[config.mk]
export PLATFORM = sky130hd
export DESIGN_NAME = c1541_gcr_track_loader_flat
export DESIGN_NICKNAME = d
export VERILOG_FILES = /design/src/rtl/c1541_gcr_track_loader_pkg.sv /design/src/rtl/c1541_gcr_track_loader_if.sv /design/src/rtl/c1541_gcr_track_loader_sd_req.sv /design/src/rtl/c1541_gcr_track_loader.sv /design/src/flat_wrapper.sv
export SDC_FILE = /design/constraint.sdc
export NUM_CORES = 1
export LEC_CHECK = 0
export ABC_AREA = 1
export BUFFER_PORTS_ARGS = -buffer_cell sky130_fd_sc_hd__buf_2
export CAP_MARGIN = 20
export CORE_ASPECT_RATIO = 1.4
export CORE_MARGIN = 1
export CORE_UTILIZATION = 30
export DETAILED_ROUTE_END_ITERATION = 8
export PLACE_DENSITY = 0.45
export SLEW_MARGIN = 10
export SYNTH_ARGS = -nofsm -noshare
export SYNTH_HDL_FRONTEND = slang
export SYNTH_SLANG_ARGS = --single-unit
[constraint.sdc]
create_clock -name clk -period 3.3 [get_ports clk]
set_input_delay 0.165 -clock clk [delete_from_list [all_inputs] [get_ports clk]]
set_output_delay 0.165 -clock clk [all_outputs]
set_load 0.005 [all_outputs]
[src/rtl/c1541_gcr_track_loader_pkg.sv]
// Shared types and constants for the half-track GCR loader.
package c1541_gcr_track_loader_pkg;

  typedef enum logic [2:0] {
    ST_IDLE,
    ST_SETTLE,
    ST_FLUSH_REQ,
    ST_FLUSH_ACK,
    ST_LOAD_REQ,
    ST_LOAD_ACK
  } loader_state_t;

  localparam int         BLK_PER_TRK_DEF = 16;
  localparam logic [6:0] TRK_INVALID     = 7'h7F;

  function automatic logic is_xfer(input loader_state_t s);
    return (s == ST_FLUSH_REQ) || (s == ST_FLUSH_ACK) ||
           (s == ST_LOAD_REQ)  || (s == ST_LOAD_ACK);
  endfunction

endpackage

[src/rtl/c1541_gcr_track_loader_if.sv]
// SD block-transfer port between the track loader (master) and the SD host (slave).
interface c1541_gcr_track_loader_if #(
  parameter int LBA_W = 32
) ();
  logic [LBA_W-1:0] sd_lba;
  logic [5:0]       sd_blk_cnt;
  logic             sd_rd;
  logic             sd_wr;
  logic             sd_ack;

  modport master (output sd_lba, sd_blk_cnt, sd_rd, sd_wr, input sd_ack);
  modport slave  (input sd_lba, sd_blk_cnt, sd_rd, sd_wr, output sd_ack);
endinterface

[src/rtl/c1541_gcr_track_loader_sd_req.sv]
// Generic SD req/ack handshake: request held until ack rises, done pulses on ack fall.
module c1541_sd_req #(
  parameter int LBA_W = 32
) (
  input  logic             clk,
  input  logic             reset_n,
  input  logic             start,
  input  logic             is_write,
  input  logic [LBA_W-1:0] lba,
  input  logic             sd_ack,
  output logic             sd_rd,
  output logic             sd_wr,
  output logic [LBA_W-1:0] sd_lba,
  output logic             granted,
  output logic             done
);
  logic ack_q;
  logic active;

  assign granted = (sd_rd | sd_wr) & sd_ack & ~ack_q;
  // active keeps a stray ack fall (e.g. right after reset) from looking like completion
  assign done    = active & ~(sd_rd | sd_wr) & ack_q & ~sd_ack;

  always_ff @(posedge clk) begin
    if (!reset_n) begin
      ack_q  <= 1'b0;
      active <= 1'b0;
      sd_rd  <= 1'b0;
      sd_wr  <= 1'b0;
      sd_lba <= '0;
    end else begin
      ack_q <= sd_ack;
      if (start) begin
        active <= 1'b1;
        sd_rd  <= ~is_write;
        sd_wr  <= is_write;
        sd_lba <= lba;
      end else begin
        if (granted) begin
          sd_rd <= 1'b0;
          sd_wr <= 1'b0;
        end
        if (done) active <= 1'b0;
      end
    end
  end

endmodule

[src/rtl/c1541_gcr_track_loader.sv]
// Moves whole half-track GCR images between SD and the track buffer; flushes dirty
// tracks on head move or motor-off, then loads the settled track, holding busy meanwhile.
module c1541_gcr_track_loader
  import c1541_gcr_track_loader_pkg::*;
#(
  parameter int BLK_PER_TRK = BLK_PER_TRK_DEF,
  parameter int SETTLE_CLKS = 48000,
  parameter int LBA_W       = 32
) (
  input  logic       clk,
  input  logic       reset_n,
  input  logic       ce,
  input  logic       img_mounted,
  input  logic       img_readonly,
  input  logic [6:0] track,
  input  logic       mtr,
  input  logic       gcr_we,
  c1541_gcr_track_loader_if.master sd,
  output logic       busy,
  output logic       loaded
);
  localparam int               CNT_W    = $clog2(SETTLE_CLKS + 1);
  localparam logic [CNT_W-1:0] CNT_LAST = CNT_W'(SETTLE_CLKS - 1);

  loader_state_t    state, state_nxt;
  logic [6:0]       cur_trk, req_trk;
  logic             dirty, mount_pend, mtr_q;
  logic [CNT_W-1:0] settle_cnt;
  logic [5:0]       blk_cnt;
  logic             start, is_write, granted, done, xfer_nxt, ack_done, mount_any;
  logic [LBA_W-1:0] start_lba;

  function automatic logic [LBA_W-1:0] trk_lba(input logic [6:0] t);
    return LBA_W'(t) * LBA_W'(BLK_PER_TRK);
  endfunction

  assign mount_any = mount_pend | img_mounted;
  assign ack_done  = done & ((state == ST_FLUSH_ACK) | (state == ST_LOAD_ACK));

  always_comb begin
    state_nxt = state;
    unique case (state)
      ST_IDLE: begin
        if (img_mounted || track != cur_trk) state_nxt = ST_SETTLE;
        else if (mtr_q && !mtr && dirty)     state_nxt = ST_FLUSH_REQ;
      end
      ST_SETTLE: begin
        // a mount arriving now discards the dirty data rather than writing it to the new image
        if (track == req_trk && ce && settle_cnt == CNT_LAST)
          state_nxt = (dirty && !img_mounted) ? ST_FLUSH_REQ : ST_LOAD_REQ;
      end
      ST_FLUSH_REQ: if (granted) state_nxt = ST_FLUSH_ACK;
      ST_FLUSH_ACK: begin
        if (done) state_nxt = (req_trk != cur_trk || mount_any) ? ST_LOAD_REQ : ST_IDLE;
      end
      ST_LOAD_REQ: if (granted) state_nxt = ST_LOAD_ACK;
      ST_LOAD_ACK: begin
        if (done) begin
          if (mount_any)              state_nxt = ST_LOAD_REQ;
          else if (track != req_trk)  state_nxt = ST_SETTLE;
          else                        state_nxt = ST_IDLE;
        end
      end
      default: state_nxt = ST_IDLE;
    endcase

    xfer_nxt  = is_xfer(state_nxt);
    is_write  = (state_nxt == ST_FLUSH_REQ);
    start     = (state_nxt != state) &&
                ((state_nxt == ST_FLUSH_REQ) || (state_nxt == ST_LOAD_REQ));
    start_lba = is_write ? trk_lba(cur_trk) : trk_lba(req_trk);
  end

  always_ff @(posedge clk) begin
    if (!reset_n) begin
      state      <= ST_IDLE;
      cur_trk    <= TRK_INVALID;
      req_trk    <= TRK_INVALID;
      dirty      <= 1'b0;
      loaded     <= 1'b0;
      mount_pend <= 1'b0;
      mtr_q      <= 1'b0;
      settle_cnt <= '0;
      busy       <= 1'b0;
      blk_cnt    <= '0;
    end else begin
      state   <= state_nxt;
      mtr_q   <= mtr;
      busy    <= xfer_nxt;
      blk_cnt <= xfer_nxt ? 6'(BLK_PER_TRK - 1) : 6'd0;

      if (state == ST_IDLE) req_trk <= track;
      if (state == ST_SETTLE) begin
        if (track != req_trk) begin
          req_trk    <= track;
          settle_cnt <= '0;
        end else if (ce && settle_cnt != CNT_LAST) begin
          settle_cnt <= settle_cnt + 1'b1;
        end
      end else begin
        settle_cnt <= '0;
      end

      if (state == ST_FLUSH_ACK && done)
        dirty <= 1'b0;
      else if (gcr_we && loaded && !img_readonly &&
               state != ST_FLUSH_REQ && state != ST_FLUSH_ACK)
        dirty <= 1'b1;

      if (state_nxt == ST_LOAD_REQ)
        loaded <= 1'b0;
      else if (state == ST_LOAD_ACK && done && !mount_any) begin
        loaded  <= 1'b1;
        cur_trk <= req_trk;
      end

      if (ack_done)                           mount_pend <= 1'b0;
      else if (img_mounted && is_xfer(state)) mount_pend <= 1'b1;

      if (img_mounted && !is_xfer(state)) begin
        dirty  <= 1'b0;
        loaded <= 1'b0;
      end
    end
  end

  c1541_sd_req #(.LBA_W(LBA_W)) u_sd_req (
    .clk      (clk),
    .reset_n  (reset_n),
    .start    (start),
    .is_write (is_write),
    .lba      (start_lba),
    .sd_ack   (sd.sd_ack),
    .sd_rd    (sd.sd_rd),
    .sd_wr    (sd.sd_wr),
    .sd_lba   (sd.sd_lba),
    .granted  (granted),
    .done     (done)
  );

  assign sd.sd_blk_cnt = blk_cnt;

endmodule
[src/flat_wrapper.sv]
// flat-port wrapper written by rule: the top's interface ports become plain ports
module c1541_gcr_track_loader_flat import c1541_gcr_track_loader_pkg::*;
#(
  parameter int BLK_PER_TRK = BLK_PER_TRK_DEF,
  parameter int SETTLE_CLKS = 48000,
  parameter int LBA_W       = 32
)
  (clk, reset_n, ce, img_mounted, img_readonly, track, mtr, gcr_we, busy, loaded, sd_sd_lba, sd_sd_blk_cnt, sd_sd_rd, sd_sd_wr, sd_sd_ack);
  c1541_gcr_track_loader_if #(.LBA_W(LBA_W)) sd_i ();
  input  logic clk;
  input  logic reset_n;
  input  logic ce;
  input  logic img_mounted;
  input  logic img_readonly;
  input  logic [6:0] track;
  input  logic mtr;
  input  logic gcr_we;
  output logic busy;
  output logic loaded;
  output wire logic [$bits(sd_i.sd_lba)-1:0] sd_sd_lba;
  output wire logic [$bits(sd_i.sd_blk_cnt)-1:0] sd_sd_blk_cnt;
  output wire logic [$bits(sd_i.sd_rd)-1:0] sd_sd_rd;
  output wire logic [$bits(sd_i.sd_wr)-1:0] sd_sd_wr;
  input wire logic [$bits(sd_i.sd_ack)-1:0] sd_sd_ack;
  assign sd_sd_lba = sd_i.sd_lba;
  assign sd_sd_blk_cnt = sd_i.sd_blk_cnt;
  assign sd_sd_rd = sd_i.sd_rd;
  assign sd_sd_wr = sd_i.sd_wr;
  assign sd_i.sd_ack = sd_sd_ack;
  c1541_gcr_track_loader #(.BLK_PER_TRK(BLK_PER_TRK), .SETTLE_CLKS(SETTLE_CLKS), .LBA_W(LBA_W)) u_core (.clk(clk), .reset_n(reset_n), .ce(ce), .img_mounted(img_mounted), .img_readonly(img_readonly), .track(track), .mtr(mtr), .gcr_we(gcr_we), .sd(sd_i), .busy(busy), .loaded(loaded));
endmodule
==> results.json, run 1 <==
{
  "worst_pin_slew_ns": 0.851,
  "hold_class": "primary input to flip-flop",
  "arrival_ns": 2.40,
  "cts_tree": "built",
  "initial_utilization_pct": 31.0,
  "numPortBuffers": 29,
  "final-setup-viol-count": 0,
  "nets": 486,
  "period_share_pct": 67.6,
  "netlist_area_um2": 3070,
  "cts_root_buf": "clkbuf_16",
  "min_period_ns": 2.23,
  "timing_max_transition_violations_final": 0,
  "clock_skew_ns": 0.00426,
  "timing.fmax_mhz": 448,
  "ys_top_cells_by_area": "dfxtp_1 32%, nand2_1 14%, buf_4 7.8%",
  "drc": 0,
  "num_vias": 2642,
  "synthToLayoutAreaGrowth_pct": 9.35,
  "core-area_um2": 9900,
  "grt_max_degree": 19,
  "ys_ff_latch": 49,
  "clk_latency_ns": 0.29,
  "gp_congestion": 0.758,
  "seq_area_frac_synth_pct": 32.0,
  "p_leak_nw": 1.50,
  "synth.distinct_cells": 41,
  "grt_first_pass_wirelength_mm": 11.8,
  "power_density_nw_per_um2": 375,
  "syn_area_per_cell_um2": 6.89,
  "yosysWarningCount": 0,
  "diodes": 0,
  "rsz0062_at_grt": "no",
  "placed_cells": 598,
  "layout-drive-gt1-share_pct": 22.3,
  "synth_top_area_share_pct": 32.0,
  "post_drt_wl_per_cell_um": 11.5,
  "fin_util_pct": 33.9,
  "outcome": "finished clean",
  "finalHoldViolCount": 0,
  "hold_buffers": 0,
  "ctsLongestPathBuffers": 2,
  "peakVddDrop_mv": 0.200,
  "final_cell_mix": "112 x nand2_1, 49 x inv_1, 49 x dfxtp_1",
  "cts_resized": 0,
  "first_iter_violations": 82,
  "ios": 57,
  "fin_cells": 606,
  "antenna_found_initial": 0,
  "tns_ns": 0,
  "start_kind": "flip-flop",
  "track_usage_pct": 14.4,
  "crit_type": "flip-flop to flip-flop",
  "slew_headroom_pct": 42.9,
  "hold-worst-slack_ns": 0.0682,
  "nFillCells": 1135,
  "dr.pass1.iters": 4,
  "end_kind": "flip-flop",
  "dp_hpwl_mm": 5.53,
  "cts_buffers": 5,
  "grt_pass1_vias": 2507,
  "grt.overflow.total": 0,
  "required_ns": 3.47,
  "cp_max_fo": 15,
  "numClockSinks": 49,
  "maxCapViolations": 0,
  "syn_inst": 445,
  "post_cts_buffers": 0,
  "h-tree-depth": 2,
  "postRouteAntennaNets": 0,
  "totalWireLength_mm": 6.95,
  "die_h_um": 122,
  "synth_area_leader_cell": "dfxtp_1",
  "final_common_cell": "nand2_1",
  "cts.clk_slew.worst_paths_ns": 0.06,
  "vias_per_cell": 4.36,
  "dieArea_um2": 10600,
  "die_x_um": 87.4,
  "rows": 43
}
cell usage after synthesis:
cell type / number
a211oi_1: 1
a21oi_1: 23
a21oi_2: 10
a21oi_4: 1
a31oi_1: 1
and3_2: 1
buf_2: 2
buf_4: 32
buf_6: 1
clkbuf_1: 3
clkinv_1: 3
conb_1: 1
dfxtp_1: 49
ha_1: 1
inv_1: 49
inv_2: 14
nand2_1: 112
nand2_2: 14
nand2_4: 1
nand3_1: 19
nand3_2: 3
nand3_4: 1
nand4_1: 10
nand4_4: 1
nor2_1: 28
nor2_2: 9
nor2_4: 3
nor3_1: 5
nor3_2: 1
nor4_1: 1
nor4_2: 1
o211ai_1: 9
o21a_1: 1
o21ai_0: 12
o21ai_1: 6
o21ai_2: 7
o21ai_4: 1
o21ba_2: 1
o31ai_1: 1
xnor2_1: 5
xor2_1: 1
worst paths after layout:
kind | from | endpoint | slack (ns) | cells past startpoint
worst min-delay path | mtr | u_core.mtr_q$_SDFF_PN0_ | 0.07 | 3
worst min register to register | u_core.u_sd_req.sd_lba[4]$_SDFFE_PN0P_ | u_core.u_sd_req.sd_lba[4]$_SDFFE_PN0P_ | 0.47 | 2
worst max register to register | u_core.req_trk[0]$_SDFF_PN1_ | u_core.u_sd_req.sd_lba[5]$_SDFFE_PN0P_ | 1.07 | 13
worst max-delay path | u_core.req_trk[0]$_SDFF_PN1_ | u_core.u_sd_req.sd_lba[5]$_SDFFE_PN0P_ | 1.07 | 13
worst max-delay path, stage by stage, from the launching register on:
cell and delay (ns):
dfxtp_1 0.48, inv_2 0.06, nand2_1 0.06, nand2_1 0.05, nor2_1 0.08, nand2_1 0.10
nor2_2 0.15, nand4_1 0.17, nand2_2 0.15, nand4_4 0.26, o21ai_4 0.23, nand2_4 0.17
nand2_2 0.10, a21oi_2 0.05
registers in the layout, summed over array words and instances, names as in the netlist:
register                flops
u_core.req_trk              7
u_core.cur_trk              7
u_core.u_sd_req.ack_q       1
u_core.u_sd_req.sd_rd       1
u_core.loaded               1
u_core.state                3
u_core.u_sd_req.active      1
u_core.mtr_q                1
u_core.sd.sd_blk_cnt        1
u_core.u_sd_req.sd_wr       1
u_core.mount_pend           1
u_core.u_sd_req.sd_lba      7
u_core.dirty                1
u_core.settle_cnt          16
layer usage:
metal  vias up  global-route usage (%)  wire length, µm
li1       1410                       -                -
met5         -                       0                0
met4         0                    4.82              122
met3         9                    2.64              244
met1      1168                    16.0             2960
met2        55                    27.0             3620
power by group:
part | internal, mW | leakage [nW] | switching (mW) | total [mW]
logic | 0.0430 | 1.03 | 0.0881 | 0.131
registers | 0.601 | 0.398 | 0.0164 | 0.618
clock network | 0.282 | 0.0641 | 0.226 | 0.509
through the flow:
step                power [mW]  setup WS, ns  cell area (µm²)
floorplan                0.747          1.47             3160
global placement         0.762          1.06             3210
detailed placement       0.764          1.03             3210
CTS                       1.28          1.02             3350
global route              1.32         0.814             3350
finish                    1.26          1.07             3350
cell families (layout without fill, tap and decap cells):
| family | after synthesis | in the layout | share of synthesized area [%] |
|---|---|---|---|
| buffers and inverters | 104 | 104 | 17.0 |
| AO/OA/AOI/OAI | 74 | 74 | 16.1 |
| flip-flops | 49 | 49 | 32.0 |
| AND/OR/NAND/NOR | 210 | 210 | 32.7 |
| other | 1 | 27 | 0.122 |
| adder cells (fa/ha/maj) | 1 | 1 | 0.408 |
| XOR/XNOR | 6 | 6 | 1.71 |
layout make-up:
cell class                 instances  area, µm²  area share, %
multi-input combinational        318       1660           49.6
tap                              135        169           5.04
inverter                          66        248           7.39
timing repair buffer              30        153           4.55
clock inverter                     1       7.51          0.224
sequential                        49        981           29.3
clock buffer                       7        133           3.96
Note: power is estimated with default switching activity, not from simulation.
==> run 2, diff against run 1 <==
clock period = 2.1 ns   (was 3.3 ns; I/O delays follow)
==> results.json, run 2 (synthesis gave the netlist of run 1 again) <==
{
  "cts.clk_slew.worst_paths_ns": 0.06,
  "dr.pass1.iters": 4,
  "grt-busiest-layer": "met2",
  "crit_type": "flip-flop to flip-flop",
  "num_vias": 2751,
  "gr-usage-met1_pct": 16.7,
  "critPathSlowestCell": "dfxtp_1",
  "postRouteAntennaNets": 0,
  "p_leak_nw": 1.65,
  "grt_pass1_vias": 2625,
  "grt.overflow.total": 0,
  "largest_reg_flops": 16,
  "arrival_ns": 2.22,
  "top_register": "u_core.settle_cnt",
  "die_h_um": 122,
  "drc": 0,
  "dp_hpwl_mm": 5.56,
  "final_cell_mix": "109 x nand2_1, 48 x inv_1, 36 x dfxtp_1",
  "h-tree-depth": 2,
  "hold-worst-slack_ns": 0.0108,
  "die_x_um": 87.4,
  "numClockSinks": 49,
  "timing_max_transition_violations_final": 0,
  "ios": 57,
  "post_drt_wl_per_cell_um": 11.9,
  "core-area_um2": 9900,
  "power_density_nw_per_um2": 562,
  "clock_skew_ns": 0.00337,
  "dp_slack_ns": 0.0180,
  "synthToLayoutAreaGrowth_pct": 20.7,
  "antenna_found_initial": 0,
  "final_common_cell": "nand2_1",
  "grt_max_degree": 18,
  "totalWireLength_mm": 7.51,
  "hold_class": "primary input to flip-flop",
  "cts_root_buf": "clkbuf_16",
  "track_usage_pct": 14.8,
  "maxCapViolations": 0,
  "start_kind": "flip-flop",
  "end_kind": "flip-flop",
  "nets": 511,
  "fin_util_pct": 37.4,
  "ctsLongestPathBuffers": 2,
  "hold_buffers": 0,
  "finalHoldViolCount": 0,
  "rows": 43,
  "power_mw": 2.08,
  "outcome": "finished clean",
  "path_common_cell": "nand2_2",
  "initial_utilization_pct": 31.0,
  "first_iter_violations": 114,
  "dpl-instance-area_um2": 3350,
  "diodes": 0,
  "numPortBuffers": 29,
  "met3_usage_pct": 2.44,
  "timing.fmax_mhz": 504,
  "required_ns": 2.33,
  "min_period_ns": 1.99,
  "fin_ws_ns": 0.115,
  "layout-drive-gt1-share_pct": 31.5,
  "vias_per_cell": 4.36,
  "final-setup-viol-count": 0,
  "gp_congestion": 0.814,
  "crit_path_cell_trace": "nand2_1 -> nor2_2 -> nand2_2 -> nand3_1 -> nand2_1 -> a21oi_4 -> nand4_1 -> nand2_2 -> nand3_4 -> nand2_4 -> nand2_2 -> a21oi_2",
  "design_area_um2": 3700,
  "dieArea_um2": 10600,
  "grt_util_met2_pct": 26.3,
  "period_share_pct": 94.5,
  "critical_path.max_stage_delay_ns": 0.34,
  "cts_tree": "built",
  "cts_buffers": 5,
  "cp_max_fo": 6,
  "peakVddDrop_mv": 0.293,
  "grt_first_pass_wirelength_mm": 12.1,
  "clk_latency_ns": 0.29
}
[run 2: cell count changes in the layout (fill, tap and decap cells not counted), moves of 3 or more]
cell	before	now
buf_12	0	3
buf_4	1	21
dfxtp_1	49	36
dfxtp_2	0	11
nand2_1	112	109
nand2_2	14	17
[run 2: critical path, delay by kind of cell (launching register included)]
| family | cells | cell delay (ns) |
|---|---|---|
| AND/OR/NAND/NOR | 10 | 1.25 |
| AO/OA/AOI/OAI | 2 | 0.33 |
| flip-flops | 1 | 0.34 |
[run 2: path summary, 6_finish.rpt]
| check | depth (start not counted) | from | slack [ns] | endpoint |
|---|---|---|---|---|
| worst min-delay path | 3 | mtr | 0.01 | u_core.mtr_q$_SDFF_PN0_ |
| worst max register to register | 12 | u_core.u_sd_req.active$_SDFFE_PN0P_ | 0.11 | u_core.u_sd_req.sd_lba[6]$_SDFFE_PN0P_ |
| worst max-delay path | 12 | u_core.u_sd_req.active$_SDFFE_PN0P_ | 0.11 | u_core.u_sd_req.sd_lba[6]$_SDFFE_PN0P_ |
| worst min register to register | 2 | u_core.u_sd_req.sd_lba[10]$_SDFFE_PN0P_ | 0.47 | u_core.u_sd_req.sd_lba[10]$_SDFFE_PN0P_ |
[run 2: repair_timing]
action,CTS,global route
buffers inserted,0,6
cloned,0,2
resized for setup,1,32
setup endpoints to repair,8,11
pin swaps,0,6
[run 2: metal layers]
layer  vias up  routed length, µm
met5         -                  0
met4         0                160
met3        11                205
met2        50               3990
met1      1228               3150
li1       1462                  -
[run 2: where the power goes]
part           switching (mW)  total [mW]  internal, mW
Combinational           0.158       0.250        0.0920
Clock                   0.356       0.861         0.505
Sequential             0.0224       0.969         0.947
[run 2: area by class of cell]
| class | count | area, µm² |
|---|---|---|
| clock buffers | 7 | 153 |
| clock inverters | 1 | 5.00 |
| fillers | 1096 | 6200 |
| inverters | 66 | 248 |
| multi-input cells | 320 | 1760 |
| flip-flops and latches | 49 | 1000 |
| well taps | 135 | 169 |
| repair buffers | 53 | 363 |
[run 2: stage by stage]
step | instances | TNS, ns
after floorplan | 471 | 0
after global placement | 615 | 0
after detailed placement | 615 | 0
after CTS | 623 | 0
after global routing | 631 | -0.103
final | 631 | 0
